--- src/rtl/dsp_pkg.sv ---
// Shared definitions for the DSP slice post-multiplier datapath.
//   DSP_MULT_W / DSP_ACC_W : default product and accumulator widths
//   ACC_SAT_MAX / MIN      : signed clamp limits at the default accumulator width
//   acc_state_t            : accumulator frame state (IDLE = no frame open)
package dsp_pkg;

  localparam int DSP_MULT_W = 43;
  localparam int DSP_ACC_W  = 48;

  localparam logic signed [DSP_ACC_W-1:0] ACC_SAT_MAX = {1'b0, {(DSP_ACC_W-1){1'b1}}};
  localparam logic signed [DSP_ACC_W-1:0] ACC_SAT_MIN = {1'b1, {(DSP_ACC_W-1){1'b0}}};

  typedef enum logic {
    IDLE  = 1'b0,
    ACCUM = 1'b1
  } acc_state_t;

endpackage

--- src/rtl/acc_add_sat.sv ---
// Combinational accumulate step: sign-extends the product, optionally negates
// it, adds it to the running accumulator and reports signed overflow direction.
// With SATURATE != 0 an overflowing result is clamped to the signed limits.
//   acc     : current accumulator value
//   prod    : signed multiplier product
//   sub     : 1 = subtract the product, 0 = add
//   sum     : new accumulator value (wrapped or clamped)
//   ovf_pos : result exceeded the positive limit
//   ovf_neg : result went below the negative limit
module acc_add_sat
  import dsp_pkg::*;
#(
  parameter int ACC_W    = DSP_ACC_W,
  parameter int MULT_W   = DSP_MULT_W,
  parameter int SATURATE = 0
) (
  input  logic signed [ACC_W-1:0]  acc,
  input  logic signed [MULT_W-1:0] prod,
  input  logic                     sub,
  output logic signed [ACC_W-1:0]  sum,
  output logic                     ovf_pos,
  output logic                     ovf_neg
);

  localparam logic signed [ACC_W-1:0] SAT_MAX = {1'b0, {(ACC_W-1){1'b1}}};
  localparam logic signed [ACC_W-1:0] SAT_MIN = {1'b1, {(ACC_W-1){1'b0}}};

  logic signed [ACC_W-1:0] prod_ext;
  logic signed [ACC_W-1:0] operand;
  logic signed [ACC_W-1:0] raw_sum;

  function automatic logic signed [ACC_W-1:0] clamp(
    input logic signed [ACC_W-1:0] val,
    input logic                    pos,
    input logic                    neg
  );
    logic signed [ACC_W-1:0] r;
    r = val;
    if (SATURATE != 0) begin
      if (pos)      r = SAT_MAX;
      else if (neg) r = SAT_MIN;
    end
    return r;
  endfunction

  // Negating a sign-extended MULT_W value cannot overflow because ACC_W > MULT_W.
  assign prod_ext = {{(ACC_W-MULT_W){prod[MULT_W-1]}}, prod};
  assign operand  = sub ? -prod_ext : prod_ext;
  assign raw_sum  = acc + operand;

  // Signed overflow: both addends share a sign and the result sign differs.
  assign ovf_pos = ~acc[ACC_W-1] & ~operand[ACC_W-1] &  raw_sum[ACC_W-1];
  assign ovf_neg =  acc[ACC_W-1] &  operand[ACC_W-1] & ~raw_sum[ACC_W-1];

  assign sum = clamp(raw_sum, ovf_pos, ovf_neg);

endmodule

--- src/rtl/mult_acc_preg.sv ---
// Post-multiplier accumulate stage. Accumulates the signed product stream into
// a frame result delimited by M_LAST and publishes it in the P register with a
// one-cycle P_VALID pulse plus overflow/underflow and pattern-detect flags.
//   CLK, RSTP_N   : clock, asynchronous active-low reset
//   CEP           : clock enable; all state holds and P_VALID is 0 when low
//   MULT_OUT      : signed product, M_VALID beat valid, M_LAST end of frame
//   SUB           : per-beat subtract select
//   P, P_VALID    : frame result and its update pulse
//   OVERFLOW, UNDERFLOW, PATTERNDETECT : frame flags, held with P
module mult_acc_preg
  import dsp_pkg::*;
#(
  parameter int               MULT_W   = DSP_MULT_W,
  parameter int               ACC_W    = DSP_ACC_W,
  parameter int               SATURATE = 0,
  parameter logic [ACC_W-1:0] PATTERN  = '0
) (
  input  logic                     CLK,
  input  logic                     RSTP_N,
  input  logic                     CEP,
  input  logic signed [MULT_W-1:0] MULT_OUT,
  input  logic                     M_VALID,
  input  logic                     M_LAST,
  input  logic                     SUB,
  output logic signed [ACC_W-1:0]  P,
  output logic                     P_VALID,
  output logic                     OVERFLOW,
  output logic                     UNDERFLOW,
  output logic                     PATTERNDETECT
);

  acc_state_t              state_p0, state_d;
  logic signed [ACC_W-1:0] acc_p0, acc_d;
  logic                    ovf_st_p0, ovf_st_d;
  logic                    unf_st_p0, unf_st_d;

  logic signed [ACC_W-1:0] p_p1, p_d;
  logic                    vld_p1, vld_d;
  logic                    ovf_p1, ovf_d;
  logic                    unf_p1, unf_d;
  logic                    pd_p1, pd_d;

  logic                    beat;
  logic                    frame_open;
  logic signed [ACC_W-1:0] acc_base;
  logic signed [ACC_W-1:0] sum;
  logic                    ovf_pos, ovf_neg;
  logic                    ovf_acc, unf_acc;

  assign beat       = CEP & M_VALID;
  assign frame_open = (state_p0 == ACCUM);

  // A beat in IDLE starts from zero with cleared stickies, so the first beat
  // of a frame goes through the same adder path as every other beat.
  assign acc_base = frame_open ? acc_p0 : '0;
  assign ovf_acc  = (frame_open & ovf_st_p0) | ovf_pos;
  assign unf_acc  = (frame_open & unf_st_p0) | ovf_neg;

  acc_add_sat #(
    .ACC_W    (ACC_W),
    .MULT_W   (MULT_W),
    .SATURATE (SATURATE)
  ) u_add (
    .acc     (acc_base),
    .prod    (MULT_OUT),
    .sub     (SUB),
    .sum     (sum),
    .ovf_pos (ovf_pos),
    .ovf_neg (ovf_neg)
  );

  // ---- stage 0: frame FSM and accumulator next state ----
  always_comb begin
    state_d  = state_p0;
    acc_d    = acc_p0;
    ovf_st_d = ovf_st_p0;
    unf_st_d = unf_st_p0;
    p_d      = p_p1;
    ovf_d    = ovf_p1;
    unf_d    = unf_p1;
    pd_d     = pd_p1;
    vld_d    = 1'b0;
    if (beat) begin
      if (M_LAST) begin
        state_d  = IDLE;
        acc_d    = '0;
        ovf_st_d = 1'b0;
        unf_st_d = 1'b0;
        p_d      = sum;
        ovf_d    = ovf_acc;
        unf_d    = unf_acc;
        pd_d     = ($unsigned(sum) == PATTERN);
        vld_d    = 1'b1;
      end else begin
        state_d  = ACCUM;
        acc_d    = sum;
        ovf_st_d = ovf_acc;
        unf_st_d = unf_acc;
      end
    end
  end

  always_ff @(posedge CLK or negedge RSTP_N) begin
    if (!RSTP_N) begin
      state_p0  <= IDLE;
      acc_p0    <= '0;
      ovf_st_p0 <= 1'b0;
      unf_st_p0 <= 1'b0;
    end else if (CEP) begin
      state_p0  <= state_d;
      acc_p0    <= acc_d;
      ovf_st_p0 <= ovf_st_d;
      unf_st_p0 <= unf_st_d;
    end
  end

  // ---- stage 1: published P register and flags ----
  always_ff @(posedge CLK or negedge RSTP_N) begin
    if (!RSTP_N) begin
      p_p1   <= '0;
      vld_p1 <= 1'b0;
      ovf_p1 <= 1'b0;
      unf_p1 <= 1'b0;
      pd_p1  <= 1'b0;
    end else begin
      vld_p1 <= vld_d;
      if (CEP) begin
        p_p1   <= p_d;
        ovf_p1 <= ovf_d;
        unf_p1 <= unf_d;
        pd_p1  <= pd_d;
      end
    end
  end

  assign P             = p_p1;
  assign P_VALID       = vld_p1;
  assign OVERFLOW      = ovf_p1;
  assign UNDERFLOW     = unf_p1;
  assign PATTERNDETECT = pd_p1;

endmodule

--- config.mk ---
export PLATFORM = sky130hd
export DESIGN_NAME = mult_acc_preg
export DESIGN_NICKNAME = d
export VERILOG_FILES = /design/src/rtl/dsp_pkg.sv /design/src/rtl/acc_add_sat.sv /design/src/rtl/mult_acc_preg.sv
export SDC_FILE = /design/constraint.sdc
export NUM_CORES = 1
export LEC_CHECK = 0
export ABC_CLOCK_PERIOD_IN_PS = 11100
export BUFFER_PORTS_ARGS = -buffer_cell sky130_fd_sc_hd__buf_2
export CORE_MARGIN = 2
export CORE_UTILIZATION = 55
export DETAILED_ROUTE_END_ITERATION = 6
export GPL_TIMING_DRIVEN = 0
export MAX_ROUTING_LAYER = met4
export PLACE_DENSITY = 0.87
export SKIP_CTS_REPAIR_TIMING = 1
export SYNTH_ARGS = -nofsm -noshare
export SYNTH_HDL_FRONTEND = slang
export SYNTH_HIERARCHICAL = 1
export SYNTH_SLANG_ARGS = --single-unit
export TNS_END_PERCENT = 50
--- constraint.sdc ---
create_clock -name CLK -period 11.1 [get_ports CLK]
set_input_delay 1.665 -clock CLK [delete_from_list [all_inputs] [get_ports CLK]]
set_output_delay 1.665 -clock CLK [all_outputs]
set_load 0.01 [all_outputs]
After elaboration in Yosys (flattened, before gate mapping)
Cells that the tools add are included.

storage, ports and cells
  RAM bits = 0
  bits in latches = 0
  memories = 0
  logic and storage cells = 34
  bits of input ports = 49
  register bits = 103
  ROM bits = 0
  output and inout bits = 52

cells by class
  $mul = 0
  $lt $le $gt $ge = 0
  div/mod/pow operators = 0
  bitwise gates (word level) = 12
  $add $sub $neg = 2
  reduce and logical (&&, ||, !) cells = 3
  muxes and demuxes = 8
  shift operators = 0
  eq/ne operators = 0

operators with widths
  kind              count
  $mux 48           3
  $add 48x48->48    1
  $logic_not 48->1  1
  $neg 43->48       1
  $and 1x1->1       7
  $mux 1            5
  $not 1->1         3
  $reduce_and 3->1  1
  $or 1x1->1        2
  $reduce_and 2->1  1

Logic depth before layout (Yosys ltp)
  depth in word-level cells = 7
  mapped depth = 23
  depth with buffers taken out = 22

Cells and area by module
Netlist, hierarchy kept.

modules (own cells, without submodules)
  module         times used  sequential area each (um^2)  cells each  area each (um^2)
  mult_acc_preg  1           2,577.5                      402         4,488.1
  acc_add_sat    1           0.0                          565         3,836.2

Worst setup path after synthesis
OpenSTA, ideal clock, no wires.

  path type = input to register
  start point = in MULT_OUT[15]
  end point = reg pd_p1 (netlist: PATTERNDETECT)
  library setup time = 0.064 ns
  stages = 23
  data required time = 11.036 ns
  path slack = 4.617 ns
  buffers on the path = 2
  arrival = 6.419 ns
  path through = or4_4 > nor4_4 > nand3_2 > or3_4 > nand2b_4 > or4_1 > buf_6 > o31ai_2 > xnor2_1 > ha_1 > and3_1 > clkbuf_1 > and2_1 > a21oi_1 > o211ai_1 > a311oi_1 > o21bai_1 > a31oi_1 > xnor2_1 > nor4_1 > nand4_1 > nor4_1 > a21o_1

between the ends
  word-level cells in the longest chain between the ends = 4

ends and longest elaborated chain
  item                  line                  source
  from (decl)           mult_acc_preg.sv:21   input logic signed [MULT_W-1:0] MULT_OUT,
  $neg 43->48           acc_add_sat.sv:48     assign operand = sub ? -prod_ext : prod_ext;
  $mux 48 (*)           acc_add_sat.sv:48
  $add 48x48->48 (*)    acc_add_sat.sv:49     assign raw_sum = acc + operand;
  via sum[47]           mult_acc_preg.sv:46   logic signed [ACC_W-1:0] sum;
  $logic_not 48->1 (*)  mult_acc_preg.sv:92   pd_d = ($unsigned(sum) == PATTERN);
  to (signal assigned)  mult_acc_preg.sv:131  pd_p1 <= pd_d;
  to (decl)             mult_acc_preg.sv:41   logic pd_p1, pd_d;

Mark *: on every way through the listed nets, which the timed path passes. The rest lies on a longest branch.
A chain may end at the register's enable or synchronous reset.

Worst setup path after layout
  start point = in MULT_OUT[5]
  end point = reg pd_p1 (netlist: PATTERNDETECT)

Same word-level chain as after synthesis.

==> flow_summary.yaml <==
logic_synthesis:
  synth_edf_count: 0
  synth_cell_types: 65
  netlist.area_leader.share: 0.3096
  yosys_warnings: 6
  synth_seq_cells: 103
  synth_area_leaders: "dfrtp_1 (31%), ha_1 (7.8%), xnor2_1 (6.9%), mux2_2 (6.1%), o21ai_0 (5.9%)"
  synth_area_um2: 8324
  avgSynthCellArea_um2: 8.608
  syn_nets: 1069
  synth_cells: 967
  synth-main-ff-cell: "dfrtp_1"
  synthArstFlopShare: 1.000
  ys_seq_area_frac: 0.3096
  yosysTopAreaCell: "dfrtp_1"
finish:
  fin_nets: 1180
  n_antenna_cell: 0
  area_growth_pct: 12.54
  nFillCells: 1289
  final_cells: 1266
  layout_common_cells: "nand2_1 (119), dfrtp_1 (103), o21ai_0 (98), buf_2 (98), xnor2_1 (66)"
  final_layout_size_suffix_gt1_frac: 0.1719
  final_common_cell: "nand2_1"
min_path:
  hp-class: "reg -> reg"
  hold_depth: 2
  worst_hold_path.endpoint: "acc_p0[30]$_DFFE_PN0P_"
  min_from: "acc_p0[30]$_DFFE_PN0P_"
global_routing:
  grt_pass1_wl_mm: 37.80
  grt_max_degree: 58
  antenna_found_initial: 0
  overflow: 0
  first_global_vias: 7426
  grt_use_total: 0.3037
status:
  status: "finished clean"
place:
  dp.cells: 1251
  io_buffers: 99
  gp_congestion: 0.9561
  dp_hpwl_mm: 17.93
timing:
  maxSlewViolCount: 0
  grt_setup_unrepaired: "no"
  fin_skew_ns: 0.01058
  min_period_over_period: 0.6877
  timing.slew.headroom: 0.3364
  tightest_slew_ns: 0.9870
  timing.fmax_mhz: 131.0
  hold_viol: 0
  setup_tns_ns: 0
  layout_min_cycle_time_ns: 7.634
  setup_viol: 0
clocking:
  clk_latency_ns: 0.36
  clock_path_buffers: 2
  cts_buffers: 9
  cts_tree: "done"
  clock_sinks: 103
  root_buffer: "clkbuf_16"
  h-tree-depth: 3
  cts.clk_slew.worst_paths_ns: 0.07
worst_setup_path:
  worstPathMaxFanout: 9
  start_kind: "primary input"
  r2r-end: "PATTERNDETECT$_DFFE_PN0P_"
  reg2reg_from: "frame_open$_DFFE_PN0P_"
  crit_arrival_ns: 7.94
  crit_chain: "buf_2 -> or4_4 -> nor3b_1 -> nand4_1 -> nor2_1 -> nand2_1 -> or4_1 -> o21ai_0 -> xnor2_1 -> ha_1 -> clkbuf_1 -> nand4_1 -> nor2_1 -> a221o_1 -> a21oi_1 -> o31a_1 -> o41ai_1 -> xor2_1 -> nor4_1 -> nand4_1 -> nor4_1 -> a21o_1"
  critPathTopFamily: "simple AND/OR/NAND/NOR gates"
  setup.worst_path.class: "in -> reg"
  r2r_cells: 16
  cp_common_cell: "nand4_1"
  endpoint_kind: "register"
  cp_slowest_cell: "nor3b_1"
  path_buf_inv: 2
  rrSetupSlack_ns: 5.75
  max_stage_delay_ns: 0.65
  cp.required_ns: 11.41
run:
  maxCapViolCount: 0
die:
  dieArea_um2: 16140
  coreArea_um2: 14640
  start_util: 0.5684
  io_pins: 101
  die_y_um: 127.0
  rows: 44
  die_w_um: 127.0
routing:
  drt-initial-drc-count: 595
  postRouteAntennaNets: 0
  dr_total_vias: 7682
  viasPerCell: 6.068
  drc: 0
  routed_wl_mm: 23.21
  drt_first_pass_iters: 5
  wire_per_inst_um: 18.33
pwr:
  p_total_mw: 1.481
  p_leak_nw: 4.185
  p_per_area_nw_per_um2: 158.1
  ir_worst_vdd_mv: 0.08384
==> registers in the layout, summed over array words and instances (netlist names) <==
| name | count |
|---|---|
| UNDERFLOW | 1 |
| frame_open | 1 |
| P | 48 |
| unf_st_p0 | 1 |
| P_VALID | 1 |
| acc_p0 | 48 |
| ovf_st_p0 | 1 |
| OVERFLOW | 1 |
| PATTERNDETECT | 1 |
==> worst max path at each step <==
stage	from	cells past startpoint	end	slack [ns]
final	MULT_OUT[5]	22	PATTERNDETECT$_DFFE_PN0P_	3.47
after global routing	MULT_OUT[5]	23	PATTERNDETECT$_DFFE_PN0P_	3.14
after CTS	MULT_OUT[5]	22	PATTERNDETECT$_DFFE_PN0P_	3.77
after detailed placement	MULT_OUT[5]	22	PATTERNDETECT$_DFFE_PN0P_	3.42
after global placement	MULT_OUT[5]	22	PATTERNDETECT$_DFFE_PN0P_	3.46
after floorplan	MULT_OUT[15]	23	PATTERNDETECT$_DFFE_PN0P_	4.62
==> worst min-delay path, cell delays in order (launching register included) <==
cell and delay (ns):
dfrtp_1 0.34, nand2_1 0.04, o21ai_0 0.06
==> where the power goes <==
part | internal, mW | switching (mW)
combinational | 0.259 | 0.364
clock | 0.174 | 0.149
sequential | 0.483 | 0.0523
total | 0.916 | 0.565
==> logic make-up after synthesis <==
kind of cell,after synthesis,synth area share
XOR/XNOR,81,0.08522
AO/OA/AOI/OAI,251,0.1874
buffers and inverters,73,0.03818
flip-flops,103,0.3096
multiplexers,51,0.07050
adder cells (fa/ha/maj),53,0.08056
AND/OR/NAND/NOR,355,0.2285
==> through the flow <==
step | cell area, um^2 | worst slack, ns | hold WS [ns] | util
floorplan | 8324 | 4.617 | 0.4424 | -
global placement | 9050 | 3.458 | 0.4542 | 0.6180
detailed placement | 9080 | 3.423 | 0.4623 | 0.6200
CTS | 9368 | 3.766 | 0.4774 | 0.6397
global route | 9368 | 3.135 | 0.5031 | 0.6397
finish | 9368 | 3.466 | 0.4763 | 0.6397
==> cell usage after synthesis (5+ instances only) <==
cell,number
inv_1,18
nand3_1,11
xnor2_1,66
a31oi_1,5
o41ai_1,7
clkbuf_1,46
xor2_1,15
o21bai_1,9
or3_1,6
o31ai_1,17
o211ai_1,6
nand4_1,17
nand2b_1,56
nor4_1,16
nand2_1,119
a211oi_1,5
a21oi_1,56
nor2_1,33
mux2_2,45
and2_1,53
dfrtp_1,103
a21o_1,18
nor3_1,12
nor2b_1,5
ha_1,52
o21ai_0,98
or4_1,5
==> routing by layer <==
| metal | track usage | vias up | routed length, um |
|---|---|---|---|
| met3 | 0.03727 | 39 | 1288 |
| met5 | - | - | 0 |
| met2 | 0.4709 | 268 | 10670 |
| met4 | 0.1067 | 0 | 529 |
| met1 | 0.4152 | 3710 | 10720 |
| li1 | - | 3665 | - |
==> area by class of cell <==
class	instances	area, um^2	share of cell area
Multi-Input combinational cell	791	5429	0.5795
Sequential cell	103	2577	0.2751
Clock buffer	10	229.0	0.02444
Tap cell	184	230.2	0.02458
Clock inverter	5	58.81	0.006278
Timing Repair Buffer	100	525.5	0.05610
Inverter	18	67.56	0.007213
Buffer	55	250.2	0.02671
No activity file was read; power rests on OpenSTA's default activity.
